$ cat config.mk
export PLATFORM = sky130hd
export DESIGN_NAME = inst_fetch_unit
export DESIGN_NICKNAME = d
export VERILOG_FILES = /design/src/rtl/mcu51_pkg.sv /design/src/rtl/inst_len_dec.sv /design/src/rtl/inst_fetch_unit.sv
export SDC_FILE = /design/constraint.sdc
export NUM_CORES = 1
export LEC_CHECK = 0
export ABC_AREA = 1
export CAP_MARGIN = 20
export CORE_MARGIN = 2
export CORE_UTILIZATION = 50
export CTS_CLUSTER_DIAMETER = 200
export DETAILED_ROUTE_END_ITERATION = 10
export PLACE_DENSITY = 0.85
export SYNTH_ARGS = -nofsm -noshare
export SYNTH_HDL_FRONTEND = slang
export SYNTH_SLANG_ARGS = --single-unit
$ cat constraint.sdc
create_clock -name clk -period 2 [get_ports clk]
set_input_delay 0.2 -clock clk [delete_from_list [all_inputs] [get_ports clk]]
set_output_delay 0.2 -clock clk [all_outputs]
set_load 0.05 [all_outputs]
$ cat src/rtl/mcu51_pkg.sv
// mcu51_pkg: shared types and constants for the MCU51 front end.
//   asm_state_e : instruction assembly state (opcode / second byte / third byte)
//   OP_LJMP, OP_SJMP : opcodes the fetch stage may follow
//   op_len()    : MCS-51 instruction length (1..3) for every opcode
package mcu51_pkg;

  typedef enum logic [1:0] {
    S_OP = 2'd0,
    S_B1 = 2'd1,
    S_B2 = 2'd2
  } asm_state_e;

  localparam logic [7:0] OP_LJMP = 8'h02;
  localparam logic [7:0] OP_SJMP = 8'h80;

  // The opcode map is regular by column (low nibble), so the 256 entries are
  // expressed as per-column rows indexed by the high nibble.
  function automatic logic [1:0] op_len(input logic [7:0] op);
    logic [3:0] hi;
    logic [3:0] lo;
    hi = op[7:4];
    lo = op[3:0];
    op_len = 2'd1;
    if (lo == 4'h1) begin
      op_len = 2'd2;                          // AJMP / ACALL
    end else if (lo >= 4'h6) begin            // @Ri and Rn columns
      case (hi)
        4'h7, 4'h8, 4'hA: op_len = 2'd2;
        4'hB:             op_len = 2'd3;
        4'hD:             op_len = (lo >= 4'h8) ? 2'd2 : 2'd1;
        default:          op_len = 2'd1;
      endcase
    end else begin
      case (lo)
        4'h0: begin
          case (hi)
            4'h1, 4'h2, 4'h3, 4'h9: op_len = 2'd3;
            4'h0, 4'hE, 4'hF:       op_len = 2'd1;
            default:                op_len = 2'd2;
          endcase
        end
        4'h2: begin
          case (hi)
            4'h0, 4'h1:             op_len = 2'd3;
            4'h2, 4'h3, 4'hE, 4'hF: op_len = 2'd1;
            default:                op_len = 2'd2;
          endcase
        end
        4'h3: begin
          case (hi)
            4'h4, 4'h5, 4'h6: op_len = 2'd3;
            default:          op_len = 2'd1;
          endcase
        end
        4'h4: begin
          case (hi)
            4'h2, 4'h3, 4'h4, 4'h5, 4'h6, 4'h7, 4'h9: op_len = 2'd2;
            4'hB:                                     op_len = 2'd3;
            default:                                  op_len = 2'd1;
          endcase
        end
        4'h5: begin
          case (hi)
            4'h7, 4'h8, 4'hB, 4'hD: op_len = 2'd3;
            4'hA:                   op_len = 2'd1;
            default:                op_len = 2'd2;
          endcase
        end
        default: op_len = 2'd1;
      endcase
    end
  endfunction

endpackage

$ cat src/rtl/inst_len_dec.sv
// inst_len_dec: combinational opcode -> instruction length lookup.
//   op  in  8  opcode byte
//   len out 2  instruction length, 1..3
module inst_len_dec
  import mcu51_pkg::*;
(
  input  logic [7:0] op,
  output logic [1:0] len
);

  assign len = op_len(op);

endmodule

$ cat src/rtl/inst_fetch_unit.sv
// inst_fetch_unit: byte-serial MCS-51 instruction fetch.
// Drives the program ROM one byte per cycle, assembles 1..3 byte
// instructions and hands them to the decoder over valid/ready.
//   clk, rst                    clock, synchronous active-high reset
//   rom_cs, rom_addr, rom_data  ROM port (cs active low, 1-cycle latency)
//   redirect_valid, redirect_pc flush and restart fetch
//   inst_valid, inst_ready      decoder handshake
//   inst_pc/op/b1/b2/len        assembled instruction
// Build option: IFU_LJMP_FOLLOW_EN makes fetch follow LJMP/SJMP by itself.
//
// state | meaning
// S_OP  | next byte is an opcode
// S_B1  | next byte is the second instruction byte
// S_B2  | next byte is the third instruction byte
// A completed instruction that cannot enter the output register is held in
// the assembly register with asm_done set (state is back at S_OP).
module inst_fetch_unit
  import mcu51_pkg::*;
#(
  parameter int ADDRWIDTH = 8
) (
  input  logic                 clk,
  input  logic                 rst,
  output logic                 rom_cs,
  output logic [ADDRWIDTH-1:0] rom_addr,
  input  logic [7:0]           rom_data,
  input  logic                 redirect_valid,
  input  logic [ADDRWIDTH-1:0] redirect_pc,
  output logic                 inst_valid,
  input  logic                 inst_ready,
  output logic [ADDRWIDTH-1:0] inst_pc,
  output logic [7:0]           inst_op,
  output logic [7:0]           inst_b1,
  output logic [7:0]           inst_b2,
  output logic [1:0]           inst_len
);

  localparam logic [ADDRWIDTH-1:0] PC_ONE = ADDRWIDTH'(1);

  asm_state_e state, state_nx;

  logic [ADDRWIDTH-1:0] fetch_pc, byte_pc, byte_pc_nx;
  logic                 pend;
  logic [7:0]           pbyte;
  logic                 skid_valid, skid_valid_nx;
  logic [7:0]           skid_data, skid_data_nx;

  logic                 asm_done, asm_done_nx;
  logic [ADDRWIDTH-1:0] a_pc, a_pc_nx;
  logic [7:0]           a_op, a_op_nx, a_b1, a_b1_nx, a_b2, a_b2_nx;
  logic [1:0]           a_len, a_len_nx;

  logic                 src_valid, use_byte, out_free, complete, load;
  logic                 pend_left, stall, follow, issue;
  logic [7:0]           src_byte;
  logic [1:0]           dec_len;
  logic [ADDRWIDTH-1:0] follow_pc;

  // The skid byte is always older than the byte just captured from the ROM.
  assign src_valid = skid_valid | pend;
  assign src_byte  = skid_valid ? skid_data : pbyte;
  assign use_byte  = src_valid & ~asm_done;
  assign out_free  = ~inst_valid | inst_ready;

  inst_len_dec u_len_dec (
    .op  (src_byte),
    .len (dec_len)
  );

  always_comb begin
    state_nx = state;
    a_pc_nx  = a_pc;
    a_op_nx  = a_op;
    a_b1_nx  = a_b1;
    a_b2_nx  = a_b2;
    a_len_nx = a_len;
    complete = 1'b0;
    if (use_byte) begin
      case (state)
        S_OP: begin
          a_pc_nx  = byte_pc;
          a_op_nx  = src_byte;
          a_b1_nx  = 8'h00;
          a_b2_nx  = 8'h00;
          a_len_nx = dec_len;
          if (dec_len == 2'd1) complete = 1'b1;
          else                 state_nx = S_B1;
        end
        S_B1: begin
          a_b1_nx = src_byte;
          if (a_len == 2'd2) begin
            complete = 1'b1;
            state_nx = S_OP;
          end else begin
            state_nx = S_B2;
          end
        end
        S_B2: begin
          a_b2_nx  = src_byte;
          complete = 1'b1;
          state_nx = S_OP;
        end
        default: state_nx = S_OP;
      endcase
    end
  end

  // A finished instruction (new or waiting) moves to the output register
  // whenever that register is empty or being emptied this cycle.
  assign load        = (complete | asm_done) & out_free;
  assign asm_done_nx = (complete | asm_done) & ~out_free;
  assign byte_pc_nx  = use_byte ? byte_pc + PC_ONE : byte_pc;

  // The captured ROM byte lands in the skid unless it was consumed directly.
  assign pend_left     = pend & ~(use_byte & ~skid_valid);
  assign skid_valid_nx = pend_left | (skid_valid & ~use_byte);
  assign skid_data_nx  = pend_left ? pbyte : skid_data;

  // A byte issued now arrives next cycle; it can only be lost if the skid is
  // occupied and the assembly register is still blocked at that point.
  assign stall = skid_valid_nx & asm_done_nx;

`ifdef IFU_LJMP_FOLLOW_EN
  logic [ADDRWIDTH+15:0] ljmp_ext;
  logic [ADDRWIDTH+7:0]  rel_ext;
  assign ljmp_ext  = {{ADDRWIDTH{1'b0}}, a_b1_nx, a_b2_nx};
  assign rel_ext   = {{ADDRWIDTH{a_b1_nx[7]}}, a_b1_nx};
  assign follow    = complete & ((a_op_nx == OP_LJMP) | (a_op_nx == OP_SJMP));
  assign follow_pc = (a_op_nx == OP_LJMP) ? ljmp_ext[ADDRWIDTH-1:0]
                                          : a_pc_nx + ADDRWIDTH'(2) + rel_ext[ADDRWIDTH-1:0];
`else
  assign follow    = 1'b0;
  assign follow_pc = fetch_pc;
`endif

  assign issue    = ~rst & ~redirect_valid & ~follow & ~stall;
  assign rom_cs   = ~issue;
  assign rom_addr = fetch_pc;

  always_ff @(posedge clk) begin
    if (rst) begin
      state      <= S_OP;
      fetch_pc   <= '0;
      byte_pc    <= '0;
      pend       <= 1'b0;
      pbyte      <= 8'h00;
      skid_valid <= 1'b0;
      skid_data  <= 8'h00;
      asm_done   <= 1'b0;
      a_pc       <= '0;
      a_op       <= 8'h00;
      a_b1       <= 8'h00;
      a_b2       <= 8'h00;
      a_len      <= 2'd1;
      inst_valid <= 1'b0;
      inst_pc    <= '0;
      inst_op    <= 8'h00;
      inst_b1    <= 8'h00;
      inst_b2    <= 8'h00;
      inst_len   <= 2'd1;
    end else if (redirect_valid) begin
      state      <= S_OP;
      fetch_pc   <= redirect_pc;
      byte_pc    <= redirect_pc;
      pend       <= 1'b0;
      skid_valid <= 1'b0;
      asm_done   <= 1'b0;
      inst_valid <= 1'b0;
    end else begin
      state     <= state_nx;
      a_pc      <= a_pc_nx;
      a_op      <= a_op_nx;
      a_b1      <= a_b1_nx;
      a_b2      <= a_b2_nx;
      a_len     <= a_len_nx;
      asm_done  <= asm_done_nx;
      skid_data <= skid_data_nx;
      pend      <= issue;
      if (issue) pbyte <= rom_data;
      if (follow) begin
        fetch_pc   <= follow_pc;
        byte_pc    <= follow_pc;
        skid_valid <= 1'b0;
      end else begin
        fetch_pc   <= issue ? fetch_pc + PC_ONE : fetch_pc;
        byte_pc    <= byte_pc_nx;
        skid_valid <= skid_valid_nx;
      end
      if (load) begin
        inst_valid <= 1'b1;
        inst_pc    <= a_pc_nx;
        inst_op    <= a_op_nx;
        inst_b1    <= a_b1_nx;
        inst_b2    <= a_b2_nx;
        inst_len   <= a_len_nx;
      end else if (inst_ready) begin
        inst_valid <= 1'b0;
      end
    end
  end

endmodule
; Yosys cells after proc, flatten, opt, wreduce, memory -nomap -nowiden
; Memories as Yosys holds them, arrays and structs flattened.
; Cells that the tools add are included.
[totals]
register_bits = 106
romBits = 32
in_bits = 20
output_inout_bits = 44
n_memories = 1
[mem_list]
columns = memory, words, width, read_ports, rd_ports_with_merged_regs, write_ports, line_no
row1 = (name not given), 16, 2, 1, 0, 0, mcu51_pkg.sv:56  ; case (hi)
[classes]
add_sub_neg = 2
magnitude_cmp = 2
n_eq_ne = 24
muxes = 33
bitwise_logic = 23
reduce_logical = 18
[ops]
columns = operator, count
row1 = 2-to-1 mux 8 bit, 11
row2 = case mux 8 bit (2 select lines), 2
row3 = "== test 4 bit, second input constant", 7
row4 = "== test 4 x 3 -> 1 bit, second input constant", 6
row5 = "adder 8 x 1 -> 8 bit, second input constant", 2
row6 = "== test 4 x 2 -> 1 bit, second input constant", 4
row7 = 2-to-1 mux 2 bit, 8
row8 = case mux 2 bit (2 select lines), 4
row9 = OR reduction 4 bit, 3
row10 = NOT 1 bit, 10
row11 = case mux 2 bit (5 select lines), 1
row12 = AND 1 bit, 9
row13 = OR reduction 3 bit, 3
row14 = "== test 4 x 1 -> 1 bit, second input constant", 2
row15 = zero test 4 bit, 2
row16 = AND reduction 2 bit, 4
row17 = case mux 2 bit (3 select lines), 1
row18 = nonzero test 2 bit, 3
row19 = 2-to-1 mux 1 bit, 5
row20 = "== test 2 x 1 -> 1 bit, second input constant", 2
row21 = "== test 2 bit, second input constant", 2
row22 = ">= comparator 4 x 3 -> 1 bit, second input constant", 1
row23 = ">= comparator 4 bit, second input constant", 1
row24 = bitwise OR 1 bit, 4
row25 = 4 further kinds, 5

; Logic depth before layout (Yosys ltp)
; Gate-level depths: netlist of run 1.
[logic_depth]
ltp_word = 18
mapped_depth = 21
mapped_depth_nobuf = 18

; Modules after synthesis
; A second synthesis of run 1 with hierarchy kept.
[hier_totals]
hier_cells = 738
hier_area_um2 = 5026.1
[by_module_without_submodules]
columns = module, n_inst, cells_each, area_each_um2, seq_area_each_um2
row1 = inst_fetch_unit, 1, 668, 4700.8, 2122.0
row2 = inst_len_dec, 1, 70, 325.3, 0.0

; Worst setup path after synthesis of run 1
; Ideal clock, no wire load.
[synth_timing]
path_type = reg-to-reg
startpoint = register skid_valid
endpoint = register fetch_pc[7] (netlist: rom_addr[7])
setup_time_ps = 67
arrival_ps = 2112
t_required_ps = 1933
slack_ps = -179
stages_incl_launch_ff = 20
path_cell_list = dfxtp_1 buf_4 inv_4 buf_6 nand2_2 nand2_4 nand2_1 nand3_1 nand2_1 nand2_1 nor3_2 nand3_1 nand2_1 nand2_2 nand2_4 nand3_2 nand2_4 buf_6 nand3_2 a21oi_2
[synth_between]
elab_chain_cells = 17
[synth_rtl]
columns = item, line_no
row1 = start: declaration, inst_fetch_unit.sv:45  ; logic skid_valid, skid_valid_nx;
row2 = start signal: assignment, inst_fetch_unit.sv:187  ; skid_valid <= skid_valid_nx;
row3 = 2-to-1 mux 8 bit, inst_fetch_unit.sv:61  ; assign src_byte = skid_valid ? skid_data : pbyte;
row4 = == test 4 x 3 -> 1 bit (tied with other cells), "mcu51_pkg.sv:27, mcu51_pkg.sv:63"
row5 = OR reduction 4 bit (tied with other cells), mcu51_pkg.sv:63  ; case (hi)
row6 = case mux 2 bit (2 select lines) (tied with other cells), mcu51_pkg.sv:63
row7 = case mux 2 bit (5 select lines), mcu51_pkg.sv:34  ; case (lo)
row8 = 2-to-1 mux 2 bit, mcu51_pkg.sv:26  ; end else if (lo >= 4'h6) begin
row9 = 2-to-1 mux 2 bit, mcu51_pkg.sv:24  ; if (lo == 4'h1) begin
row10 = == test 2 x 1 -> 1 bit, inst_fetch_unit.sv:86  ; if (dec_len == 2'd1) complete = 1'b1;
row11 = 2-to-1 mux 1 bit, inst_fetch_unit.sv:86
row12 = case mux 1 bit (3 select lines), inst_fetch_unit.sv:79  ; case (state)
row13 = 2-to-1 mux 1 bit, inst_fetch_unit.sv:78  ; if (use_byte) begin
row14 = bitwise OR 1 bit, inst_fetch_unit.sv:111  ; assign asm_done_nx = (complete | asm_done) & ~out_free;
row15 = AND 1 bit, inst_fetch_unit.sv:111
row16 = AND 1 bit *, inst_fetch_unit.sv:121  ; assign stall = skid_valid_nx & asm_done_nx;
row17 = NOT 1 bit *, inst_fetch_unit.sv:136  ; assign issue = ~rst & ~redirect_valid & ~follow & ~stall;
row18 = AND 1 bit *, inst_fetch_unit.sv:136
row19 = nonzero test 2 bit (no source line) *, -
row20 = end signal: assignment, inst_fetch_unit.sv:163  ; fetch_pc <= redirect_pc;
row21 = end signal: assignment, inst_fetch_unit.sv:181  ; fetch_pc <= follow_pc;
row22 = end signal: assignment, inst_fetch_unit.sv:185  ; fetch_pc <= issue ? fetch_pc + PC_ONE : fetch_pc;
row23 = end: declaration, inst_fetch_unit.sv:42  ; logic [ADDRWIDTH-1:0] fetch_pc, byte_pc, byte_pc_nx;
; Mark *: on every way between the ends. The rest lies on a longest branch, timed or not.
; A chain may end at the register's enable or synchronous reset.

; Worst setup path after layout of run 1
[layout_timing]
startpoint = register skid_valid
endpoint = register inst_b1[2]
[layout_between]
elab_chain_cells = 14
[layout_rtl]
columns = item, line_no
row1 = 2-to-1 mux 8 bit, inst_fetch_unit.sv:61
row2 = == test 4 x 3 -> 1 bit (tied with other cells), "mcu51_pkg.sv:27, mcu51_pkg.sv:63"
row3 = OR reduction 4 bit (tied with other cells), mcu51_pkg.sv:63
row4 = case mux 2 bit (2 select lines) (tied with other cells), mcu51_pkg.sv:63
row5 = case mux 2 bit (5 select lines), mcu51_pkg.sv:34
row6 = 2-to-1 mux 2 bit, mcu51_pkg.sv:26
row7 = 2-to-1 mux 2 bit, mcu51_pkg.sv:24
row8 = == test 2 x 1 -> 1 bit, inst_fetch_unit.sv:86
row9 = 2-to-1 mux 1 bit, inst_fetch_unit.sv:86
row10 = case mux 1 bit (3 select lines), inst_fetch_unit.sv:79
row11 = 2-to-1 mux 1 bit, inst_fetch_unit.sv:78
row12 = bitwise OR 1 bit, inst_fetch_unit.sv:110  ; assign load = (complete | asm_done) & out_free;
row13 = AND 1 bit, inst_fetch_unit.sv:110
row14 = AND reduction 2 bit (no source line), -
row15 = end signal: assignment, inst_fetch_unit.sv:193  ; inst_b1 <= a_b1_nx;
row16 = end: declaration, inst_fetch_unit.sv:33  ; output logic [7:0] inst_b1,
; Parallel ways exist; a longest one is shown, timed or not.

==> run metrics, run 1 <==
status=finished with violations; failing checks=setup timing; I/O Pins=64; worst relative slew slack=45.35%; Mapped Area=0.005104 mm^2; VDD IR max=0.0004367 V; top post-synthesis cells by area=dfxtp_1 (42%), nand2_1 (11%), nor2_1 (9.2%), o21ai_0 (7.6%), inv_1 (6.5%); largest net degree at the start of global routing=64; Pre-antenna DRT Iters=6; die height=105.0 um; fillers=545; Net Count, Synth=779; HP Class=input pin to flip-flop; XOR/XNOR Fraction of Synth Area=1.030%; largest family of logic cells by synthesized area=simple AND/OR/NAND/NOR gates; Avg Cell Area, Syn=6.742 um^2; reg2reg path depth=17; Post-synth ARST share=0%; RePlAce Congestion=0.8922; Final Cycle Share=138.6%; overall power=5.276 mW; CTS Buf Count=9; Clk pin slew, worst setup/hold paths=120 ps; initial drt markers=920; htree depth=3; commonest cells in the netlist=nand2_1 (154), nor2_1 (125), dfxtp_1 (106); worst skew pair latency=410 ps; crit path capture type=flip-flop; Synth Area in Adders=0.4903%; DR WL/cell=20.78 um; Crit-path slowest cell=dfxtp_4; vias in the first global route=5213; # nets final=930; max_cap viols=0; crit-path cells=inv_8 > buf_12 > nand2_1 > nand2_2 > nand4_1 > nor2_2 > nor3_4 > nand3_2 > nand2_2 > nand2_2 > nand2_4 > buf_6 > nand2_4 > nor2_8 > buf_6 > o21ai_2 > nor2_1; most frequent cell after synthesis=nand2_1; setup ws final=-771.2 ps; CTS tree=yes; Setup crit start kind=flip-flop; row count=36; core area=0.009819 mm^2; mux cell area share after synthesis=0%; Max stage delay on crit path=450 ps; CP Class=flip-flop to flip-flop; Syn Inst Count=757; register area share after synthesis=41.58%; fmax=0.3609 GHz; die extent in x=105.0 um; worst hold margin=293.1 ps; layout cells sized above 1=32.86%; leakage=3.385 nW; area leader, netlist=dfxtp_1; Power Dens Cells=670.4 mW/mm^2; via-per-instance ratio=6.057; first-pass GRT wire length=24.25 mm; Final Hold Fails=0; Bufs on Longest Clock Path=2; setup_tns=-38600 ps; Netlist cell types=36; Clock Sinks=106; Crit Path Max Fanout=9; die footprint=0.01103 mm^2; number of port buffers=63; DRC Markers=0; FF/Latch Area=0.002126 mm^2; Layout Utilization=80.15%; Final min period=2771 ps; RSZ-0062 raised after global routing=true; initial antenna violation count=0; area of the multi-input gates=0.003232 mm^2; area grow syn2layout=54.20%; Max Slew Vio Count=0; Synth Register Bits=106; Starting Density=51.98%; CTS Root Buffer Type=clkbuf_8; most used cell, CP=nand2_2; Hold Path Stages=5; Final Skew=16.35 ps; crit path DAT=3080 ps; Synth top area share=41.58%; Worst-Margin Slew=818.8 ps; Setup-failing EPs final=95; GRT Total Usage=26.95%; Via Count=6336; main flop type after synthesis=dfxtp_1; GRT overflow=0; Post-Route WL=21.73 mm; Warnings, synthesis=0; Synth Area in Simple Gates=27.90%; Ant. Diodes=0; critical path required time=2310 ps; compound-cell area share of the yosys netlist=18.26%; EDFF count, synth=0; Final ANT Viol Nets=0; dpl hpwl=9.029 mm
per-stage QoR:
stage	instance area, um^2	setup WS [ps]	instances
floorplan	5152	-106.8	757
global placement	6228	-271.1	974
detailed placement	6228	-359.5	974
CTS	6995	-463.4	1027
global route	7870	-830.0	1046
finish	7870	-771.2	1046
final timing paths:
kind	startpoint	end	slack (ps)
setup / recovery	skid_valid$_SDFF_PP0_	inst_b1[2]$_SDFFE_PP0P_	-770
hold / removal	redirect_valid	inst_valid$_SDFFE_PP0P_	290
setup reg to reg	skid_valid$_SDFF_PP0_	inst_b1[2]$_SDFFE_PP0P_	-770
hold reg to reg	skid_data[4]$_SDFFE_PP0P_	skid_data[4]$_SDFFE_PP0P_	470
area by class of cell:
class,instances,share of cell area (%)
clock buffer,10,1.749
timing repair inverter,3,0.3975
tap,133,2.114
clock inverter,6,0.7790
timing repair buffer,173,22.02
multi-input combinational,522,41.07
inverter,93,4.865
sequential,106,27.01
critical path: cells and delay by family, from the launching register on:
family,cells,cell delay [ps]
flops,1,450
compound gates,1,90
buf+inv,4,500
simple gates,12,1640
power breakdown:
group / internal [mW] / switching, mW
registers: 2.23 / 0.0979
clock network: 0.514 / 0.877
logic: 0.616 / 0.941
total: 3.36 / 1.92
sequential cells by signal, indices dropped and copies added (netlist names), 2 cells and up:
name,count
inst_len,2
a_b2,8
inst_pc,8
a_pc,8
a_len,2
skid_data,8
state,2
a_op,8
rom_addr,8
pbyte,8
inst_op,8
inst_b1,8
byte_pc,8
inst_b2,8
a_b1,8
placed cells by master (no fill, tap or decap), types with 24 or more instances in the layout:
cell,netlist,routed
dfxtp_1,106,105
nor2_1,125,102
nand2_1,154,97
inv_1,88,85
buf_4,4,78
clkdlybuf4s50_1,0,61
nand2_2,9,41
o21ai_1,26,41
a21oi_1,42,39
o21ai_2,0,31
o21ai_0,78,25
nand2_4,4,24
cells by family after synthesis:
family | Yosys count
simple gates | 338
compound gates | 176
buf+inv | 129
flops | 106
xor+xnor | 6
fa+ha+maj | 2
routing by layer:
metal	up-vias	track usage (%)	wire (um)
met5	-	0	0
met1	2850	31.86	7508
li1	2740	-	-
met3	179	4.242	2341
met2	567	47.87	10100
met4	0	12.00	1783
repair_timing:
item	in CTS	in global routing
endpoints found under the setup margin	53	99
resized for setup	86	215
gates cloned	4	6
buffers inserted	33	20
hold buffers	0	0
pin swaps	19	36
(Power assumes the default switching activity.)
==> run 2: changes to the inputs <==
--- a/config.mk
+++ b/config.mk
@@ -7,11 +7,11 @@
 export LEC_CHECK = 0
 export ABC_AREA = 1
 export CAP_MARGIN = 20
-export CORE_MARGIN = 2
-export CORE_UTILIZATION = 50
+export CORE_UTILIZATION = 57
 export CTS_CLUSTER_DIAMETER = 200
 export DETAILED_ROUTE_END_ITERATION = 10
-export PLACE_DENSITY = 0.85
+export DONT_BUFFER_PORTS = 1
+export PLACE_DENSITY = 0.84
 export SYNTH_ARGS = -nofsm -noshare
 export SYNTH_HDL_FRONTEND = slang
 export SYNTH_SLANG_ARGS = --single-unit
==> run 2 against run 1 <==
  * The flow finishes with violations (hold timing, setup timing)
  * Clock-buffer cell count is the same
  * Clock skew grew 3.6 ps
  * Clock power shrank 7%
  * Highest routed layer unchanged
==> run metrics, run 2 (synthesis results as in run 1) <==
status=finished with violations; failing checks=hold timing, setup timing; dpl hpwl=9.788 mm; commonest cells after routing, fill and taps aside=nand2_1 (132), dfxtp_1 (105), nor2_1 (102); Ant. Diodes=0; worst hold margin=-12.69 ps; Via Count=5962; Post-Layout Cell Count=964; RSZ-0062 raised after global routing=true; Final Cycle Share=133.6%; die extent in x=96.63 um; VDD IR max=0.0005167 V; Crit Path Max Fanout=8; area grow syn2layout=33.44%; Max Slew Vio Count=0; Crit-path slowest cell=dfxtp_4; initial antenna violation count=0; Final ANT Viol Nets=0; Final Skew=19.96 ps; worst relative slew slack=22.22%; layout cells sized above 1=28.27%; crit path DAT=2990 ps; commonest non-fill, non-tap cell in the layout=nand2_1; first-pass GRT wire length=25.21 mm; critical path required time=2320 ps; cell count after placement=905; row count=34; fmax=0.3742 GHz; Layout Utilization=78.47%; Worst-Margin Slew=1163 ps; GRT Total Usage=33.10%; I/O Pins=64; core area=0.008678 mm^2; DRC Markers=0; vias in the first global route=5446; crit-path cells=inv_8 > buf_6 > nand2_4 > nand2_8 > nor2_4 > nand2_1 > nand2_1 > nand2_1 > nor3_2 > nand3_1 > nand2_1 > nand2_2 > nand2_4 > buf_6 > nand2_4 > nor2_8 > buf_12 > buf_6 > o21ai_1 > nor2_1; # nets final=873; crit path capture type=flip-flop; via-per-instance ratio=6.185; DR WL/cell=19.07 um; max_cap viols=0; Bufs on Longest Clock Path=2; die footprint=0.009336 mm^2; htree depth=3; Setup-failing EPs final=70; number of port buffers=0; Clock Sinks=106; Final Hold Fails=4; RePlAce Congestion=0.9295; leakage=3.051 nW; reg2reg path depth=20; GRT overflow=0; initial drt markers=637; CTS Root Buffer Type=clkbuf_8; most used cell, CP=nand2_1; Final min period=2673 ps; CTS Buf Count=9; Clk pin slew, worst setup/hold paths=110 ps; Hold Path Stages=3; Setup crit start kind=flip-flop; CP Class=flip-flop to flip-flop; largest net degree at the start of global routing=45; Post-Route WL=18.38 mm; worst skew pair latency=380 ps; HP Class=input pin to flip-flop; setup ws final=-672.5 ps; Max stage delay on crit path=460 ps; Pre-antenna DRT Iters=7; die height=96.63 um; Power Dens Cells=708.8 mW/mm^2; CTS tree=yes; Starting Density=58.81%
-- run 2: cell types whose count changed in the layout (fill, tap and decap cells not counted), moves of 9 or more --
cell and change:
clkdlybuf4s50_1 -61, dlygate4sd3_1 +11, nand2_1 +35, nand2_2 -23, o21ai_0 +32, o21ai_1 -21, o22ai_1 +9
-- run 2: layout make-up --
class / instances / area, um^2
multi-input combinational: 522 / 2860
sequential: 106 / 2126
fill: 533 / 1868
timing repair buffer: 117 / 1120
inverter: 93 / 367.9
tap: 108 / 135.1
clock buffer: 10 / 127.6
clock inverter: 6 / 58.81
timing repair inverter: 2 / 15.01
-- run 2: repair_timing --
item / CTS / global route
setup buffers: 15 / 11
gates resized for setup: 72 / 87
gates cloned: 3 / 4
hold endpoints to repair: 55 / 0
endpoints found under the setup margin: 63 / 78
pin swaps: 25 / 37
hold buffers: 12 / 0
-- run 2: worst max-delay path: cells and delay by family, from the launching register on --
family	cells	cell delay, ps
and+or+nand+nor	14	1510
buffers and inverters	5	560
DFF	1	460
AOI/OAI and AO/OA	1	80
-- run 2: final timing paths --
check,from,endpoint,slack (ps)
setup reg to reg,skid_valid$_SDFF_PP0_,inst_b1[3]$_SDFFE_PP0P_,-670
setup / recovery,skid_valid$_SDFF_PP0_,inst_b1[3]$_SDFFE_PP0P_,-670
hold reg to reg,skid_data[1]$_SDFFE_PP0P_,skid_data[1]$_SDFFE_PP0P_,490
hold / removal,rst,a_pc[2]$_SDFFE_PP0N_,-10
-- run 2: per-layer routing --
metal	part of all wire, %	track usage, %	vias to the layer above
met5	0	0	-
met4	7.1	19.17	0
met3	11	7.587	153
met2	46	55.42	486
met1	36	38.74	2706
li1	-	-	2617
-- run 2: power breakdown --
part,switching (mW),internal [mW],leakage (nW)
Combinational,0.640,0.430,2.09
Sequential,0.239,2.23,0.869
Clock,0.810,0.478,0.0902
-- run 2: metrics by stage --
stage                     TNS [ps]  total power [mW]  area, um^2  worst slack (ps)
after floorplan              -3271             2.999        5152            -106.8
after global placement      -15350             3.197        5679            -347.4
after detailed placement    -18870             3.229        5679            -441.5
after CTS                   -22180             4.590        6375            -502.8
after global routing        -37900             4.978        6810            -732.0
final                       -32310             4.827        6810            -672.5
==> run 3: changes to the inputs <==
--- a/config.mk
+++ b/config.mk
@@ -7,11 +7,13 @@
 export LEC_CHECK = 0
 export ABC_AREA = 1
 export CAP_MARGIN = 20
-export CORE_UTILIZATION = 57
+export CELL_PAD_IN_SITES_DETAIL_PLACEMENT = 1
+export CELL_PAD_IN_SITES_GLOBAL_PLACEMENT = 2
+export CORE_UTILIZATION = 31
 export CTS_CLUSTER_DIAMETER = 200
 export DETAILED_ROUTE_END_ITERATION = 10
 export DONT_BUFFER_PORTS = 1
-export PLACE_DENSITY = 0.84
+export PLACE_DENSITY = 0.83
 export SYNTH_ARGS = -nofsm -noshare
 export SYNTH_HDL_FRONTEND = slang
 export SYNTH_SLANG_ARGS = --single-unit
==> run 3 against run 2 <==
  * The run still ends with hold timing, setup timing left
  * First-iteration DRC count fell by 66%
  * Sequential power about the same
  * Die area rose by 82%
  * Cell count grew 11%
  * Core utilization down 34 points
  * Via count fell by 11%
  * Clock skew fell by 10 ps
  * Wire length is 0.49% higher
  * Largest cell class unchanged
==> run metrics, run 3 (synthesis results as in run 1) <==
status=finished with violations; failing checks=hold timing, setup timing; Bufs on Longest Clock Path=2; setup_tns=-24830 ps; first-pass GRT wire length=27.03 mm; htree depth=3; setup ws final=-542.0 ps; Final min period=2542 ps; Hold Startpoint=redirect_valid; RR Startpoint=skid_valid$_SDFF_PP0_; Critical R2R Capture=inst_len[1]$_SDFFE_PP0P_; FF/Latch Area=0.002126 mm^2; R2R setup slack=-520 ps; CTS Buf Count=9; Final Cycle Share=127.1%; die footprint=0.01698 mm^2; Clock Sinks=106; Via Count=5322; Final Skew=9.753 ps; worst skew pair latency=360 ps; Crit Path Max Fanout=7; leakage=3.137 nW; CP Class=flip-flop to output pin; largest net degree at the start of global routing=50; Post-Route WL=18.47 mm; critical path required time=1800 ps; # nets final=872; Worst-Margin Slew=577.5 ps; GRT Total Usage=20.71%; GRT overflow=0; Final ANT Viol Nets=0; DR WL/cell=17.25 um; commonest non-fill, non-tap cell in the layout=nand2_1; dpl hpwl=11.50 mm; overall power=5.558 mW; initial antenna violation count=0; CTS Root Buffer Type=clkbuf_16; row count=46; RSZ-0062 raised after global routing=true; Final Hold Fails=1; hold worst-path end=a_op[5]$_SDFFE_PP0N_; core area=0.01600 mm^2; area of the multi-input gates=0.002872 mm^2; DRC Markers=0; area of placed instances=0.005754 mm^2; via-per-instance ratio=4.969; Power Dens Cells=782.2 mW/mm^2; fmax=0.3934 GHz; reg2reg path depth=20; crit path DAT=2340 ps; CTS tree=yes; I/O Pins=64; crit path capture type=output pin; fillers=2019; Setup-failing EPs final=58; die extent in x=130.3 um; Hold Path Stages=2; layout cells sized above 1=26.90%; VDD IR max=0.0004425 V; fin area=0.007106 mm^2; number of port buffers=0; vias in the first global route=5420; HP Class=input pin to flip-flop; Post-Layout Cell Count=1071; Starting Density=31.90%; Ant. Diodes=0; Max Slew Vio Count=0; cell count after placement=1005; commonest cells after routing, fill and taps aside=nand2_1 (119), dfxtp_1 (105), nor2_1 (104); Setup crit start kind=flip-flop; max_cap viols=0; area grow syn2layout=39.23%; die height=130.3 um; Clk pin slew, worst setup/hold paths=70 ps; Pre-antenna DRT Iters=4; worst hold margin=-3.076 ps; worst relative slew slack=61.45%; initial drt markers=218; RePlAce Congestion=0.7787
## run 3: cell count changes in the layout (fill, tap and decap cells not counted), moves of 5 or more
cell | before | now
a21oi_1 | 33 | 39
a21oi_2 | 11 | 4
buf_4 | 84 | 78
buf_6 | 7 | 12
clkbuf_16 | 3 | 12
clkbuf_8 | 9 | 0
nand2_1 | 132 | 119
nand2_2 | 18 | 24
nand2_4 | 16 | 23
nand3_1 | 21 | 26
nand3_2 | 11 | 5
o21ai_0 | 57 | 37
o21ai_1 | 20 | 52
o21ai_2 | 26 | 13
## run 3: worst max-delay path, cell delays in order (launching register included)
cell and delay, ps:
dfxtp_4 410, clkinv_8 90, buf_8 150, nand2_1 70
nand2_2 90, nand2_4 120, nor2_4 40, nand2_2 60
nand2_2 70, nor3_4 220, nand3_2 120, nand2_2 90
nand2_2 60, nand2_4 80, nand3_4 70, nand2_4 100
buf_8 150
## run 3: area by class of cell
type	count	share of cell area, %
inverters	93	5.371
multi-input cells	522	40.41
repair inverters	2	0.2817
clock inverters	7	1.550
flip-flops and latches	106	29.92
repair buffers	116	15.50
well taps	216	3.803
clock buffers	9	3.170
## run 3: stage by stage
step	setup slack (ps)	utilization, %	hold WS [ps]
final	-542.0	44.41	-3.076
after global placement	-528.0	35.96	282.0
after detailed placement	-535.3	35.96	286.7
after global routing	-657.6	44.41	0.3187
after floorplan	-106.8	-	310.5
after CTS	-521.1	40.12	0.9695
## run 3: power by group
group / internal (mW) / total (mW) / leakage (nW) / switching [mW]
Clock: 1.12 / 2.03 / 0.159 / 0.908
Sequential: 2.23 / 2.46 / 0.869 / 0.232
Combinational: 0.452 / 1.07 / 2.11 / 0.615
## run 3: what timing repair did
item,4_1_cts,5_1_grt
setup endpoints to repair,58,62
setup buffers,14,16
hold buffers,13,2
endpoints found under the hold margin,39,5
gates resized for setup,28,157
gates cloned,0,6
pin swaps,8,38
## run 3: how the worst max path moves through the flow
stage                           from                  endpoint
2_1_floorplan  skid_valid$_SDFF_PP0_  rom_addr[7]$_SDFFE_PP0P_
3_3_place_gp   skid_valid$_SDFF_PP0_   inst_b2[1]$_SDFFE_PP0P_
3_5_place_dp   skid_valid$_SDFF_PP0_   inst_pc[6]$_SDFFE_PP0P_
4_1_cts        skid_valid$_SDFF_PP0_                    rom_cs
5_1_grt        skid_valid$_SDFF_PP0_                    rom_cs
6_report       skid_valid$_SDFF_PP0_                    rom_cs
## run 3: routing by layer
metal,share of wire [%],track usage [%],routed length (um),up-vias
li1,-,-,-,2616
met1,43,23.99,7954,2605
met2,51,38.49,9507,80
met3,3.7,3.813,683,21
met4,1.8,5.951,327,0
met5,0,0,0,-
